File: config.mk
export PLATFORM = sky130hd
export DESIGN_NAME = bitwise_op_arbiter
export DESIGN_NICKNAME = d
export VERILOG_FILES = /design/src/rtl/bitwise_op_arbiter.sv
export SDC_FILE = /design/constraint.sdc
export NUM_CORES = 1
export LEC_CHECK = 0
export ABC_AREA = 1
export CORE_ASPECT_RATIO = 0.5
export CORE_MARGIN = 10
export CORE_UTILIZATION = 47
export DETAILED_ROUTE_END_ITERATION = 8
export GPL_TIMING_DRIVEN = 0
export HOLD_SLACK_MARGIN = 0.06
export MAX_ROUTING_LAYER = met4
export PLACE_DENSITY = 0.88
export SETUP_SLACK_MARGIN = 0.02
export SLEW_MARGIN = 20
export SYNTH_ARGS = -nofsm -noshare
export SYNTH_HDL_FRONTEND = slang
export SYNTH_SLANG_ARGS = --single-unit
File: constraint.sdc
create_clock -name clk -period 5.26 [get_ports clk]
set_input_delay 1.052 -clock clk [delete_from_list [all_inputs] [get_ports clk]]
set_output_delay 1.052 -clock clk [all_outputs]
set_load 0.02 [all_outputs]
File: src/rtl/bitwise_op_arbiter.sv
// Round-robin arbiter sharing one registered NOT/AND/OR/XOR unit among R requesters.
// Define BITWISE_OP_ARBITER_STATS_EN to add a saturating accepted-operation counter (op_count).
module bitwise_op_arbiter #(
  parameter int N = 8,
  parameter int R = 4,
  localparam int IW = $clog2(R)
) (
  input  logic            clk,
  input  logic            rst,
  input  logic [R-1:0]    req_valid,
  output logic [R-1:0]    req_ready,
  input  logic [2*R-1:0]  req_op,
  input  logic [N*R-1:0]  req_a,
  input  logic [N*R-1:0]  req_b,
  output logic            rsp_valid,
  input  logic            rsp_ready,
  output logic [N-1:0]    rsp_data,
  output logic [IW-1:0]   rsp_id
`ifdef BITWISE_OP_ARBITER_STATS_EN
  ,
  output logic [31:0]     op_count
`endif
);

  typedef enum logic {EMPTY = 1'b0, FULL = 1'b1} state_t;

  state_t         st_p1;
  logic [N-1:0]   data_p1;
  logic [IW-1:0]  id_p1;
  logic [IW-1:0]  ptr;

  logic           can_accept;
  logic           any;
  logic           accept;
  logic [IW-1:0]  grant;
  logic [IW:0]    idx;
  logic [1:0]     sel_op;
  logic [N-1:0]   sel_a;
  logic [N-1:0]   sel_b;

  function automatic logic [N-1:0] bitop(input logic [1:0] op,
                                         input logic [N-1:0] a,
                                         input logic [N-1:0] b);
    case (op)
      2'b00:   return ~a;
      2'b01:   return a & b;
      2'b10:   return a | b;
      default: return a ^ b;
    endcase
  endfunction

  assign can_accept = (st_p1 == EMPTY) || rsp_ready;

  // Search from ptr upward, wrapping modulo R; the first valid index wins.
  always_comb begin
    any   = 1'b0;
    grant = '0;
    idx   = '0;
    for (int k = 0; k < R; k++) begin
      idx = {1'b0, ptr} + (IW+1)'(k);
      if (idx >= (IW+1)'(R))
        idx = idx - (IW+1)'(R);
      if (!any && req_valid[idx[IW-1:0]]) begin
        any   = 1'b1;
        grant = idx[IW-1:0];
      end
    end
  end

  assign accept    = can_accept && any;
  assign req_ready = (!rst && accept) ? ({{(R-1){1'b0}}, 1'b1} << grant) : '0;

  assign sel_op = req_op[2*int'(grant) +: 2];
  assign sel_a  = req_a[N*int'(grant) +: N];
  assign sel_b  = req_b[N*int'(grant) +: N];

  // Output stage: request select -> registered result (_p1)
  always_ff @(posedge clk or posedge rst) begin
    if (rst) begin
      st_p1   <= EMPTY;
      data_p1 <= '0;
      id_p1   <= '0;
      ptr     <= '0;
    end else if (accept) begin
      st_p1   <= FULL;
      data_p1 <= bitop(sel_op, sel_a, sel_b);
      id_p1   <= grant;
      ptr     <= (grant == IW'(R-1)) ? '0 : grant + IW'(1);
    end else if (rsp_ready) begin
      st_p1   <= EMPTY;
    end
  end

  assign rsp_valid = (st_p1 == FULL);
  assign rsp_data  = data_p1;
  assign rsp_id    = id_p1;

`ifdef BITWISE_OP_ARBITER_STATS_EN
  logic [31:0] cnt_p1;

  function automatic logic [31:0] sat_inc(input logic [31:0] c);
    return (c == 32'hFFFF_FFFF) ? c : c + 32'd1;
  endfunction

  always_ff @(posedge clk or posedge rst) begin
    if (rst)
      cnt_p1 <= '0;
    else if (accept)
      cnt_p1 <= sat_inc(cnt_p1);
  end

  assign op_count = cnt_p1;
`endif

endmodule

[Word level (Yosys, flattened, before mapping)]
Cells that the tools add are included.
Word-level totals
  register bits after elaboration: 13
  input port bits: 79
  output and inout bits: 15
  logic and storage cells: 69
Operators by class
  order comparisons: 8
  bitwise logic cells: 5
  eq/ne operators: 3
  muxes and demuxes: 25
  shift operators: 4
  add/subtract/negate cells: 8
  reductions and logical operators: 12
Operators with widths (number)
  32-bit by 6-bit variable part select with 8-bit output: 2
  8-bit case mux with 3 select lines: 1
  2-bit two-way mux: 9
  2-bit by 3-bit < comparator with 1-bit output, second input constant: 4
  1-bit two-way mux: 10
  3-bit >= comparator, second input constant: 3
  8-bit AND: 1
  1-bit binary-select mux with 2-bit select: 4
  8-bit NOT: 1
  8-bit OR: 1
  8-bit by 4-bit variable part select with 2-bit output: 1
  2-bit by 1-bit subtractor with 2-bit output, second input constant: 4
  8-bit XOR: 1
  2-bit by 2-bit adder with 3-bit output, second input constant: 2
  1-bit logical AND: 5
  2-bit == test, second input constant: 2
  1-bit logical NOT: 4
  4-bit two-way mux: 1
  1-bit by 2-bit << shifter with 4-bit output, first input constant: 1
  2-bit by 1-bit adder with 3-bit output, second input constant: 1
  2-bit by 3-bit >= comparator with 1-bit output, second input constant: 1
  2-bit by 1-bit adder with 2-bit output, second input constant: 1
  2-bit by 1-bit == test with 1-bit output, second input constant: 1
  2-bit logical NOT: 1
  3 further kinds: 3

[Longest topological paths before layout]
  depth after elaboration: 17
  depth in mapped cells: 23
  depth with buffers taken out: 21

[Worst setup path after synthesis]
OpenSTA, ideal clock, no wires.
  path type: input to output
  start: input port req_valid[3]
  end: output port req_ready[3]
  data required time: 4.208 ns
  stages: 14
  path slack: 1.706 ns
  buffers on the path: 2
  arrival: 2.502 ns
  cells stage by stage: inv_1 > nand2_1 > nand3_1 > nand2_2 > nor2_4 > nand3_1 > nand3_1 > nand2_2 > inv_2 > buf_6 > buf_6 > ha_1 > inv_1 > nor2_1
Between the ends
  elaborated cells on any way between the ends: 26
  those cells by class: shift (1); mux (17); reduce/logical (8)
RTL lines
  from (decl): line 10  | input logic [R-1:0] req_valid,
  1-bit binary-select mux with 2-bit select: line 63  | if (!any && req_valid[idx[IW-1:0]]) begin
  1-bit two-way mux (implied by the code): line 63
  1-bit two-way mux: line 63
  1-bit logical NOT: line 63
  1-bit logical AND: line 63
  1-bit two-way mux: line 63
  1-bit logical NOT: line 63
  1-bit logical AND: line 63
  1-bit two-way mux: line 63
  1-bit logical NOT: line 63
  1-bit logical AND: line 63
  2-bit two-way mux (*): line 63
  net grant[1]: line 35  | logic [IW-1:0] grant;
  1-bit by 2-bit << shifter with 4-bit output (*): line 71  | assign req_ready = (!rst && accept) ? ({{(R-1){1'b0}}, 1'b1} << grant) : '0;
  4-bit two-way mux (*): line 71
  to (decl): line 11  | output logic [R-1:0] req_ready,
Mark *: on every way through the listed nets, which the timed path passes. The rest lies on a longest branch. The select of a mux whose other input is x is not followed.

[Worst setup path in the final report]
  start: input port req_valid[3]
  end: output port req_ready[3]
Between the ends
  cells in the longest elaborated chain, start to end: 15
  elaborated cells on any way between the ends: 26
  those cells by class: shift (1); mux (17); reduce/logical (8)
Ends and longest elaborated chain
  1-bit binary-select mux with 2-bit select: line 63
  1-bit two-way mux (implied by the code): line 63
  1-bit two-way mux: line 63
  1-bit logical NOT: line 63
  1-bit logical AND: line 63
  1-bit two-way mux: line 63
  1-bit logical NOT: line 63
  1-bit logical AND: line 63
  1-bit two-way mux: line 63
  1-bit logical NOT: line 63
  1-bit logical AND: line 63
  1-bit two-way mux: line 63
  1-bit logical AND: line 70  | assign accept = can_accept && any;
  1-bit logical AND: line 71
  4-bit two-way mux (*): line 71
Mark *: on every way between the ends. The rest lies on a longest branch, timed or not. The select of a mux whose other input is x is not followed.

==> impl_results.md <==
* Max Cap Viol at 0
* Clock buffer depth at 2
* Post-synth top area share at 30.99%
* Root Driver: clkbuf_8
* I/O pin cnt at 94
* TNS Setup at 0 ns
* DR WL/cell at 12.03 um
* Register area share after synthesis at 15.26%
* PortBufs at 93
* Total CTS buffers at 3
* Multi-input logic area at 0.001451 mm^2
* Main combinational cell family by area after synthesis: simple AND/OR/NAND/NOR gates
* Final ANT Viol Nets at 0
* Area leader, netlist: nand2_1
* Residual DRC count at 0
* CTS-repair resized insts at 0
* CP Capture Type: primary output
* Post-synthesis compound-gate area fraction at 6.103%
* #FFs+latches synth at 13
* Final Critical Period at 4.764 ns
* Initial DRC Count at 91
* Clock sink count at 13
* H-tree Lvls at 1
* Max-slew violation count at 0
* Post-synthesis xor/xnor area fraction at 0%
* Max_slew headroom at 65.39%
* Die Ht at 67.63 um
* Gr usage total at 17.45%
* Top cells by count, synth: 176 x nand2_1, 66 x nand3_1, 57 x inv_1
* Via/cell ratio at 4.844
* Worst R2R Start: ptr[0]
* GR Overflow Total at 0
* First-pass GRT wire length at 11.14 mm
* Initial antenna violation count at 0
* Simple-Gate Fraction of Synth Area at 54.34%
* Tcrit/Tclk final at 90.58%
* Synth Net Count at 484
* Syn Area/Cell at 5.439 um^2
* Critical path class: input port to primary output
* Min-delay worst type: flop to flop
* Die X at 115.3 um
* Area Growth Syn to Fin at 49.12%
* Final worst clock skew at 0.001938 ns
* Mapped cell area at 0.002132 mm^2
* Critical Path RT at 4.21 ns
* Largest net degree at the start of global routing at 15
* Multiplexer share of the synthesized area at 0%
* Vias in the first global route at 2472
* Mapped Cells at 392
* Routed WL at 6.570 mm
* Critical Path Source Type: input port
* Top FF cell, synth: dfrtp_1
* Reg clk slew, reported paths at 0.05 ns
* Worst path arrival time at 3.71 ns
* Worst Max-Slew Pin Slew at 0.5185 ns
* DR pass1 iterations at 4
* Clk Latency, worst-skew pair at 0.25 ns
* Vias at 2645
* Critical Path Fanout Max at 10
* Fin nets at 582
* Outcome: finished, final reports clean
* Seq. cell area at 325.3 um^2
* Ys async rst share at 100.0%
* Yosys warning total at 0
* Top-count cell post-synth: nand2_1
* Final setup viols at 0
* RSZ-0062 raised after global routing: false
* Core Box Area at 0.004382 mm^2
* Rows at 17
* Layout cells sized above 1 at 7.157%
* Synth cell types at 23
* Dpl hpwl at 5.512 mm
* GP Congestion at 0.9135
* Initial cell density of the core at 48.66%
* Setup bufs post-CTS at 0
* Fill cells at 405
* CTS tree: yes
* Hold buffers post-CTS at 0
* Top post-synthesis cells by area: nand2_1 31%, nand3_1 15%, dfrtp_1 15%, inv_1 10%, ha_1 7.6%
* Final hold vios at 0
* N_diodes at 0
* Synth Area in Adders at 7.629%
* Setup crit start: req_valid[3]
* Die area at 0.007794 mm^2
* Peak Freq at 209.9 MHz
* Hold_sp: rsp_data[3]
* Post-synth EDFFs at 0
==> layer usage <==
layer | global-route usage (%) | vias to the layer above | wire length (um)
li1 | - | 1409 | -
met1 | 20.72 | 1160 | 2869
met2 | 30.80 | 72 | 3228
met3 | 2.653 | 4 | 435
met4 | 3.834 | 0 | 38
met5 | - | - | 0
==> worst paths after layout <==
kind / end / slack [ns] / depth (start not counted)
worst max register to register: rsp_data[0] / 2.50 / 20
worst max-delay path: req_ready[3] / 0.50 / 13
max in group asynchronous: ptr[1] / 3.78 / 2
min in group asynchronous: rsp_data[3] / 1.14 / 2
worst min-delay path: rsp_data[3] / 0.48 / 2
worst min register to register: rsp_data[3] / 0.48 / 2
==> worst max-delay path, cell delays in order <==
cell and delay (ns):
clkdlybuf4s50_1 0.48, inv_1 0.06, nand2_1 0.08, nand3_1 0.10, nand2_1 0.10, inv_1 0.09, nand3_4 0.16, nand2_1 0.14
inv_1 0.15, clkbuf_1 0.38, nand2_1 0.20, nor2_1 0.12, clkdlybuf4s50_1 0.61
==> placed cells by master (no fill, tap or decap), types with 2 or more instances in the layout <==
cell / n
nand3_1: 66
o21ai_0: 11
o21ai_1: 12
nand3_4: 2
nor2_2: 2
clkbuf_1: 3
inv_2: 3
nand2_4: 3
buf_4: 2
dfrtp_1: 13
ha_1: 13
nor2_1: 5
buf_6: 7
buf_2: 5
clkbuf_8: 3
nand2_1: 176
nand2_2: 7
inv_1: 57
clkdlybuf4s50_1: 93
==> state kept, by name (all words and copies together) (netlist names) <==
register,count
rsp_valid,1
rsp_data,8
ptr,2
rsp_id,2
==> stage by stage <==
stage / std cells / util, % / worst slack, ns / area (um^2) / hold WS, ns
after global routing: 546 / 72.56 / 0.1744 / 3179 / 0.5064
final: 546 / 72.56 / 0.4956 / 3179 / 0.4793
after global placement: 542 / 71.53 / 0.5411 / 3134 / 0.4634
after CTS: 546 / 72.56 / 0.4976 / 3179 / 0.4808
after floorplan: 392 / - / 1.706 / 2132 / 0.5897
after detailed placement: 542 / 71.53 / 0.5228 / 3134 / 0.4660
==> area by class of cell <==
class                   instances  area share (%)
plain buffers                  17           4.093
clock buffers                   4           1.417
multi-input cells             302           45.65
inverters                      60           7.084
well taps                      57           2.243
repair buffers                 93           29.28
flip-flops and latches         13           10.23
==> logic make-up after synthesis <==
kind of cell             count (synthesis)
AND/OR/NAND/NOR                        264
buffers and inverters                   77
AO/OA/AOI/OAI                           25
adder cells (fa/ha/maj)                 13
flip-flops                              13
Power is not shown: default switching activity piles up to over one toggle a cycle in this logic, so the estimate is an artifact.
